File: config.mk
export PLATFORM = sky130hd
export DESIGN_NAME = serial_adder
export DESIGN_NICKNAME = d
export VERILOG_FILES = /design/src/rtl/serial_adder_pkg.sv /design/src/rtl/serial_adder_fa_cell.sv /design/src/rtl/serial_adder.sv
export SDC_FILE = /design/constraint.sdc
export NUM_CORES = 1
export LEC_CHECK = 0
export BUFFER_PORTS_ARGS = -buffer_cell sky130_fd_sc_hd__buf_2
export CAP_MARGIN = 20
export CELL_PAD_IN_SITES_DETAIL_PLACEMENT = 1
export CELL_PAD_IN_SITES_GLOBAL_PLACEMENT = 1
export CORE_ASPECT_RATIO = 0.8
export CORE_MARGIN = 5
export CORE_UTILIZATION = 40
export CTS_BUF_LIST = sky130_fd_sc_hd__clkbuf_4 sky130_fd_sc_hd__clkbuf_8
export DETAILED_ROUTE_END_ITERATION = 6
export MAX_ROUTING_LAYER = met4
export PLACE_DENSITY = 0.86
export SLEW_MARGIN = 30
export SYNTH_ARGS = -nofsm -noshare
export SYNTH_HDL_FRONTEND = slang
export SYNTH_HIERARCHICAL = 1
export SYNTH_SLANG_ARGS = --single-unit
File: constraint.sdc
create_clock -name clk -period 1.82 [get_ports clk]
set_input_delay 0.182 -clock clk [delete_from_list [all_inputs] [get_ports clk]]
set_output_delay 0.182 -clock clk [all_outputs]
set_load 0.05 [all_outputs]
File: src/rtl/serial_adder_pkg.sv
// Shared definitions for the bit-serial adder: FSM encodings and counter sizing.
package serial_adder_pkg;

    typedef enum logic [1:0] {
        S_IDLE  = 2'd0,
        S_SHIFT = 2'd1,
        S_DONE  = 2'd2
    } state_t;

    // Bit counter width; never narrower than one bit.
    function automatic int cnt_width(input int width);
        return (width > 1) ? $clog2(width) : 1;
    endfunction

endpackage

File: src/rtl/serial_adder_fa_cell.sv
// Single-bit full adder; the adding counterpart of the full-subtractor cell.
module fa_cell (
    input  logic a,
    input  logic b,
    input  logic ci,
    output logic s,
    output logic co
);

    assign s  = a ^ b ^ ci;
    assign co = (a & b) | (ci & (a ^ b));

endmodule

File: src/rtl/serial_adder.sv
// Bit-serial ripple adder, S = X + Y + Cin, LSB first through one fa_cell.
// Optional signed-overflow flag enabled by `define OVERFLOW_DETECT_EN.
module serial_adder
    import serial_adder_pkg::*;
#(
    parameter int WIDTH = 8
) (
    input  logic             clk,
    input  logic             rst,
    input  logic             in_valid,
    output logic             in_ready,
    input  logic [WIDTH-1:0] x,
    input  logic [WIDTH-1:0] y,
    input  logic             cin,
    output logic             out_valid,
    input  logic             out_ready,
    output logic [WIDTH-1:0] sum,
    output logic             cout,
    output logic             ovf
);

    localparam int CW = cnt_width(WIDTH);

    state_t           state, state_nxt;
    logic [CW-1:0]    cnt;
    logic             carry;
    logic [WIDTH-1:0] x_sr, y_sr, sum_sr;
    logic             fa_s, fa_co;
    logic             accept, last_bit;

    assign accept   = in_valid & in_ready;
    assign last_bit = (state == S_SHIFT) && (cnt == CW'(WIDTH - 1));
    assign sum      = sum_sr;

    fa_cell u_fa (
        .a  (x_sr[0]),
        .b  (y_sr[0]),
        .ci (carry),
        .s  (fa_s),
        .co (fa_co)
    );

    always_ff @(posedge clk) begin
        if (rst) state <= S_IDLE;
        else     state <= state_nxt;
    end

    always_comb begin
        state_nxt = state;
        case (state)
            S_IDLE:  if (accept)              state_nxt = S_SHIFT;
            S_SHIFT: if (last_bit)            state_nxt = S_DONE;
            S_DONE:  if (out_ready)           state_nxt = S_IDLE;
            default:                          state_nxt = S_IDLE;
        endcase
    end

    always_comb begin
        in_ready  = (state == S_IDLE);
        out_valid = (state == S_DONE);
    end

    // Sum bits enter at the MSB, so after WIDTH shifts bit 0 has reached position 0.
    always_ff @(posedge clk) begin
        if (rst) begin
            cnt    <= '0;
            carry  <= 1'b0;
            x_sr   <= '0;
            y_sr   <= '0;
            sum_sr <= '0;
            cout   <= 1'b0;
        end else if (accept) begin
            x_sr  <= x;
            y_sr  <= y;
            carry <= cin;
            cnt   <= '0;
        end else if (state == S_SHIFT) begin
            sum_sr <= {fa_s, sum_sr[WIDTH-1:1]};
            x_sr   <= x_sr >> 1;
            y_sr   <= y_sr >> 1;
            carry  <= fa_co;
            cnt    <= cnt + CW'(1);
            if (last_bit) cout <= fa_co;
        end
    end

`ifdef OVERFLOW_DETECT_EN
    logic ovf_q;

    // Signed overflow: carry into the MSB differs from carry out of it.
    always_ff @(posedge clk) begin
        if (rst)           ovf_q <= 1'b0;
        else if (last_bit) ovf_q <= carry ^ fa_co;
    end

    assign ovf = ovf_q;
`else
    assign ovf = 1'b0;
`endif

endmodule

# [After elaboration in Yosys (flattened, before gate mapping)]
# Index checks and enable logic that the tools add are counted.
[classes] order_cmp=0 n_eq_ne=6 reduce_logical=7 multipliers=0 bitwise_logic=7 n_addsub=1 mux=10 div=0 shift=0
[op_table] cell="8-bit 2-to-1 mux" n=4
[op_table] cell="2-bit 2-to-1 mux" n=3
[op_table] cell="2-bit case mux with 3 select lines" n=1
[op_table] cell="3-bit AND reduction" n=2
[op_table] cell="2-bit by 1-bit != test with 1-bit output, second input constant" n=2
[op_table] cell="3-bit by 1-bit adder with 3-bit output, second input constant" n=1
[op_table] cell="1-bit bitwise AND" n=3
[op_table] cell="3-bit equality test, second input constant" n=1
[op_table] cell="2-bit by 1-bit equality test with 1-bit output, second input constant" n=1
[op_table] cell="2-bit equality test, second input constant" n=1
[op_table] cell="2-bit zero test" n=1
[op_table] cell="1-bit 2-to-1 mux" n=2
[op_table] cell="2-bit != test, second input constant" n=1
[op_table] cell="2-bit AND reduction" n=1
[op_table] cell="2-bit nonzero test" n=1
[op_table] cell="2-bit OR reduction" n=1
[op_table] cell="1-bit bitwise XOR" n=2
[op_table] cell="1-bit logical AND" n=1
[op_table] cell="1-bit NOT" n=1
[op_table] cell="1-bit bitwise OR" n=1
[word_totals] regBits=31 mem_count=0 output_inout_bits=12 inputBits=21 ram_bits=0 romBits=0 latchBits=0

# [Longest topological paths before layout]
[logic_depth] depth_word=5 ltp_mapped=6

# [By module]
# The synthesis kept the hierarchy.
[modules_own_cells] mod="serial_adder" n_inst=1 seq_area_each_um2=620.6 cells_per_inst=164 area_each_um2=1376.3
[modules_own_cells] mod="fa_cell" n_inst=1 seq_area_each_um2=0.0 cells_per_inst=1 area_each_um2=20.0

# [Least setup slack after synthesis]
# Ideal clock, no wire load.
[synth_timing] path_kind="reg2reg" startpoint="register state[1]" endpoint="register state[1]" t_required_ns=1.749 period_less_slack_ns=1.643 t_arrival_ns=1.572 path_buffers=1 setup_ns=0.071 stages_incl_launch_ff=5 setup_slack_ns=0.177 cell_sequence="dfxtp_1 -> buf_2 -> nor2b_1 -> nand2b_1 -> a21oi_1"
[synth_rtl] element="from (decl)" line_no="serial_adder.sv:24" source="state_t state, state_nxt;"
[synth_rtl] element="from (signal assigned)" line_no="serial_adder.sv:45" source="else state <= state_nxt;"
[synth_rtl] element="2-bit equality test *"
[synth_rtl] element="via out_valid" line_no="serial_adder.sv:15" source="output logic out_valid,"
[synth_rtl] element="2-bit by 1-bit != test with 1-bit output (no source line)"
[synth_rtl] element="3-bit AND reduction (no source line)"
# The timed path passes the listed nets; every way through them passes the cells marked *.
# A chain may end at the register's enable or synchronous reset.

# [Worst setup path after layout]
[layout_timing] startpoint="register state[1]" endpoint="output port out_valid"
[layout_via] elab_chain_cells=1
[layout_rtl] element="2-bit equality test" line_no="serial_adder.sv:60" source="out_valid = (state == S_DONE);"
[layout_rtl] element="to (decl)" line_no="serial_adder.sv:15"
# No other way between the ends.

==> metrics <==
result of the run=finished, final reports clean; leakage power=~0.69 nW; number of warnings reported in the yosys synthesis log=6; Max Freq=0.611 GHz; placeable core region=~3400 µm²; leading cell types in the layout, fill and taps excluded=nand2_1, dfxtp_1, buf_2; met3 usage in global routing=around 7.3%; CP Launch Type=flop; Sum Neg Setup Slack=0 ns; setup repair after global routing missed its margin=no; Crit Path Category=reg -> out; share of final-layout standard cells stronger than drive strength 1=roughly 28%; capture point of the worst reg-to-reg path=y_sr[1]; port buffer count=31; capturing element type of the critical path=output pin; Die ar.=between 4000 and 5000 µm²; peak-usage layer in the global routing report=met2; worst reg-to-reg setup slack=0.27 ns; area of the mapped netlist=1400 µm²; maximum vdd ir drop=534 µV; die outline width=approximately 76 µm; least setup slack across all paths after layout=0.184 ns; capture endpoint of the worst hold path=x_sr[7]; number of failing setup endpoints in the final timing report=0; global-route wire length before repair=a little over 6 mm; Detailed Route WL=around 3.6 mm; clock tree from TritonCTS=built; Post-CTS Resized=0; Routability Congestion=slightly above 0.8; synthesized-area fraction occupied by and/or/nand/nor cells=between 20% and 30%; number of H-tree levels=2; clock edge transition at the registers on the reported setup and hold paths=around 0.060 ns; initial standard-cell utilization of the core=41.1%; maximum count of clock buffers along a single path=2; average size of a mapped cell=between 8 and 9 µm²; number of setup buffers added after CTS=0; count of unique library cells instantiated by Yosys=27; power per unit of standard cell area=965 nW/µm²; critical-path cell with the highest stage delay=dfxtp_1; count of final max-slew check failures=0; worst hold path stage count=3; Vias=1230; adder and majority gate portion of the synthesized area=between 3 and 4%; Detailed Routing Iterations Pass 1=4; number of buffers inserted during clock tree synthesis=5; total of max-cap violations=0; sequential element share of the synthesized area=44.4%; layout overhead on the synthesized area=17.7%; Arr. time, crit path=1.45 ns; CP Data Required Time=~1.6 ns; net count reported at finish=between 200 and 250; CP peak stage delay=between 0.5 and 0.6 ns; hold violation total from the final report=0; global-route usage over all layers=between 10% and 20%; remaining routing DRC violations=0; hold-fix buffer count after cts=0; Largest delay share family, worst path=flip-flops; overflow left after global routing=0; share of cell area taken by muxes after synthesis=1.43%; xor/xnor cell area share of the yosys netlist=less than 1%; average detailed-routed wire length per instance=approximately 15 µm; Initial DRC Count=65; Worst R2R Path Depth=3; Max-Slew Margin vs Limit=around 57%; cell count after synthesis=about 170; clock latency of the later-clocked register in the worst-skew pair=between 0.2 and 0.3 ns; met1 usage in global routing=18.3%; Synth Area in Compound Gates=a little over a fifth; buffers plus inverters on the worst setup path=2; pre-CTS setup slack=~0.32 ns; post-DP HPWL=between 2 and 2.5 mm; Final Util=about half; number of global-route vias before repair=roughly 1.3k; Tightest Hold Check Type=in -> reg; clock root buffer master=clkbuf_8; dominant combinational cell family by area after synthesis=compound AO/OA/AOI/OAI gates; FP Rows=19; antenna-violating nets left=0; final hold slack=0.132 ns; synthesized netlist net count=189; die span in y=62.8 µm; Filler cells=417; number of top-level design ports=33; number of antenna violations at the first check in global routing=0; post-detailed-route via-to-cell ratio=5.21; worst clock skew=~0.00087 ns; number of synthesized register bits=31; largest net degree at the start of global routing=32; met2 Track Usage GR=a little over a quarter; shortest period the worst path allows=~1.6 ns; launch instance of the worst register-to-register path=state[0]; cell-by-cell listing of the critical path=buf_4 -> nor2b_1 -> buf_2; min-delay src=x[7]; critical path peak fanout=7; clock sink total=31; Ant. Diodes=0; final critical-path share of the clock period=~90%; worst-margin pin slew=between 0.6 and 0.7 ns
[worst max path at each step]
stage	end	startpoint	slack, ns	cells after the start
5_1_grt	out_valid	state[1]	0.08	3
2_1_floorplan	state[1]	state[1]	0.18	4
6_report	out_valid	state[1]	0.18	3
3_5_place_dp	x_sr[3]	state[0]	0.32	3
3_3_place_gp	x_sr[2]	state[0]	0.39	3
4_1_cts	out_valid	state[1]	0.15	3
[power breakdown]
| part | internal, mW | leakage [nW] | switching (mW) |
|---|---|---|---|
| logic | 0.0854 | 0.377 | 0.138 |
| clock network | 0.359 | 0.0549 | 0.252 |
| registers | 0.720 | 0.254 | 0.0309 |
| total | 1.17 | 0.686 | 0.421 |
[cell type report]
| class | instances | area, µm² | area share (%) |
|---|---|---|---|
| sequential | 31 | 621 | 37.7 |
| multi-input combinational | 117 | 671 | 40.8 |
| timing repair buffer | 35 | 185 | 11.3 |
| clock buffer | 8 | 104 | 6.32 |
| inverter | 3 | 11.3 | 0.685 |
| tap | 42 | 52.6 | 3.20 |
[flip-flops by register name (all words and copies together), names as in the netlist]
signal,flops
cnt,3
state,2
carry,1
x_sr,8
y_sr,8
cout,1
sum,8
[per-stage QoR]
step	total power [mW]	instances	instance area, µm²
after global routing	1.68	236	1640
after detailed placement	0.988	228	1540
after CTS	1.61	236	1640
after floorplan	0.935	165	1400
final	1.59	236	1640
after global placement	0.974	228	1540
[synth_stat cells]
cell type	number	area [µm²]
a211oi_1	7	52.6
a211oi_2	5	62.6
a21oi_1	30	150
buf_2	6	30.0
buf_4	1	7.51
buf_6	4	45.0
clkbuf_1	3	11.3
conb_1	1	3.75
dfxtp_1	31	621
fa_1	1	20.0
ha_1	2	25.0
inv_1	3	11.3
mux2i_1	2	20.0
nand2_1	31	116
nand2b_1	2	12.5
nand3_1	3	15.0
nand3b_1	1	7.51
nor2_1	19	71.3
nor2_2	1	6.26
nor2b_1	1	6.26
nor2b_2	1	8.76
nor3_1	3	15.0
nor3b_4	1	18.8
o21a_1	1	7.51
o221a_2	3	33.8
or3b_1	1	8.76
xnor2_1	1	8.76
[logic make-up after synthesis]
group | count (synthesis)
AND/OR/NAND/NOR | 64
AO/OA/AOI/OAI | 46
flip-flops | 31
buffers and inverters | 17
adder cells (fa/ha/maj) | 3
multiplexers | 2
other | 1
XOR/XNOR | 1
[per-layer routing]
layer / vias up / wire, µm
met4: 0 / 59
met5: - / 0
met3: 7 / 198
met1: 582 / 1580
li1: 611 / -
met2: 30 / 1780
[worst reg2reg max path: stages (launching register included)]
cell and delay, ns:
dfxtp_1 0.55, or3b_1 0.52, nor2_1 0.13, a211oi_1 0.26
(Power assumes the default switching activity.)
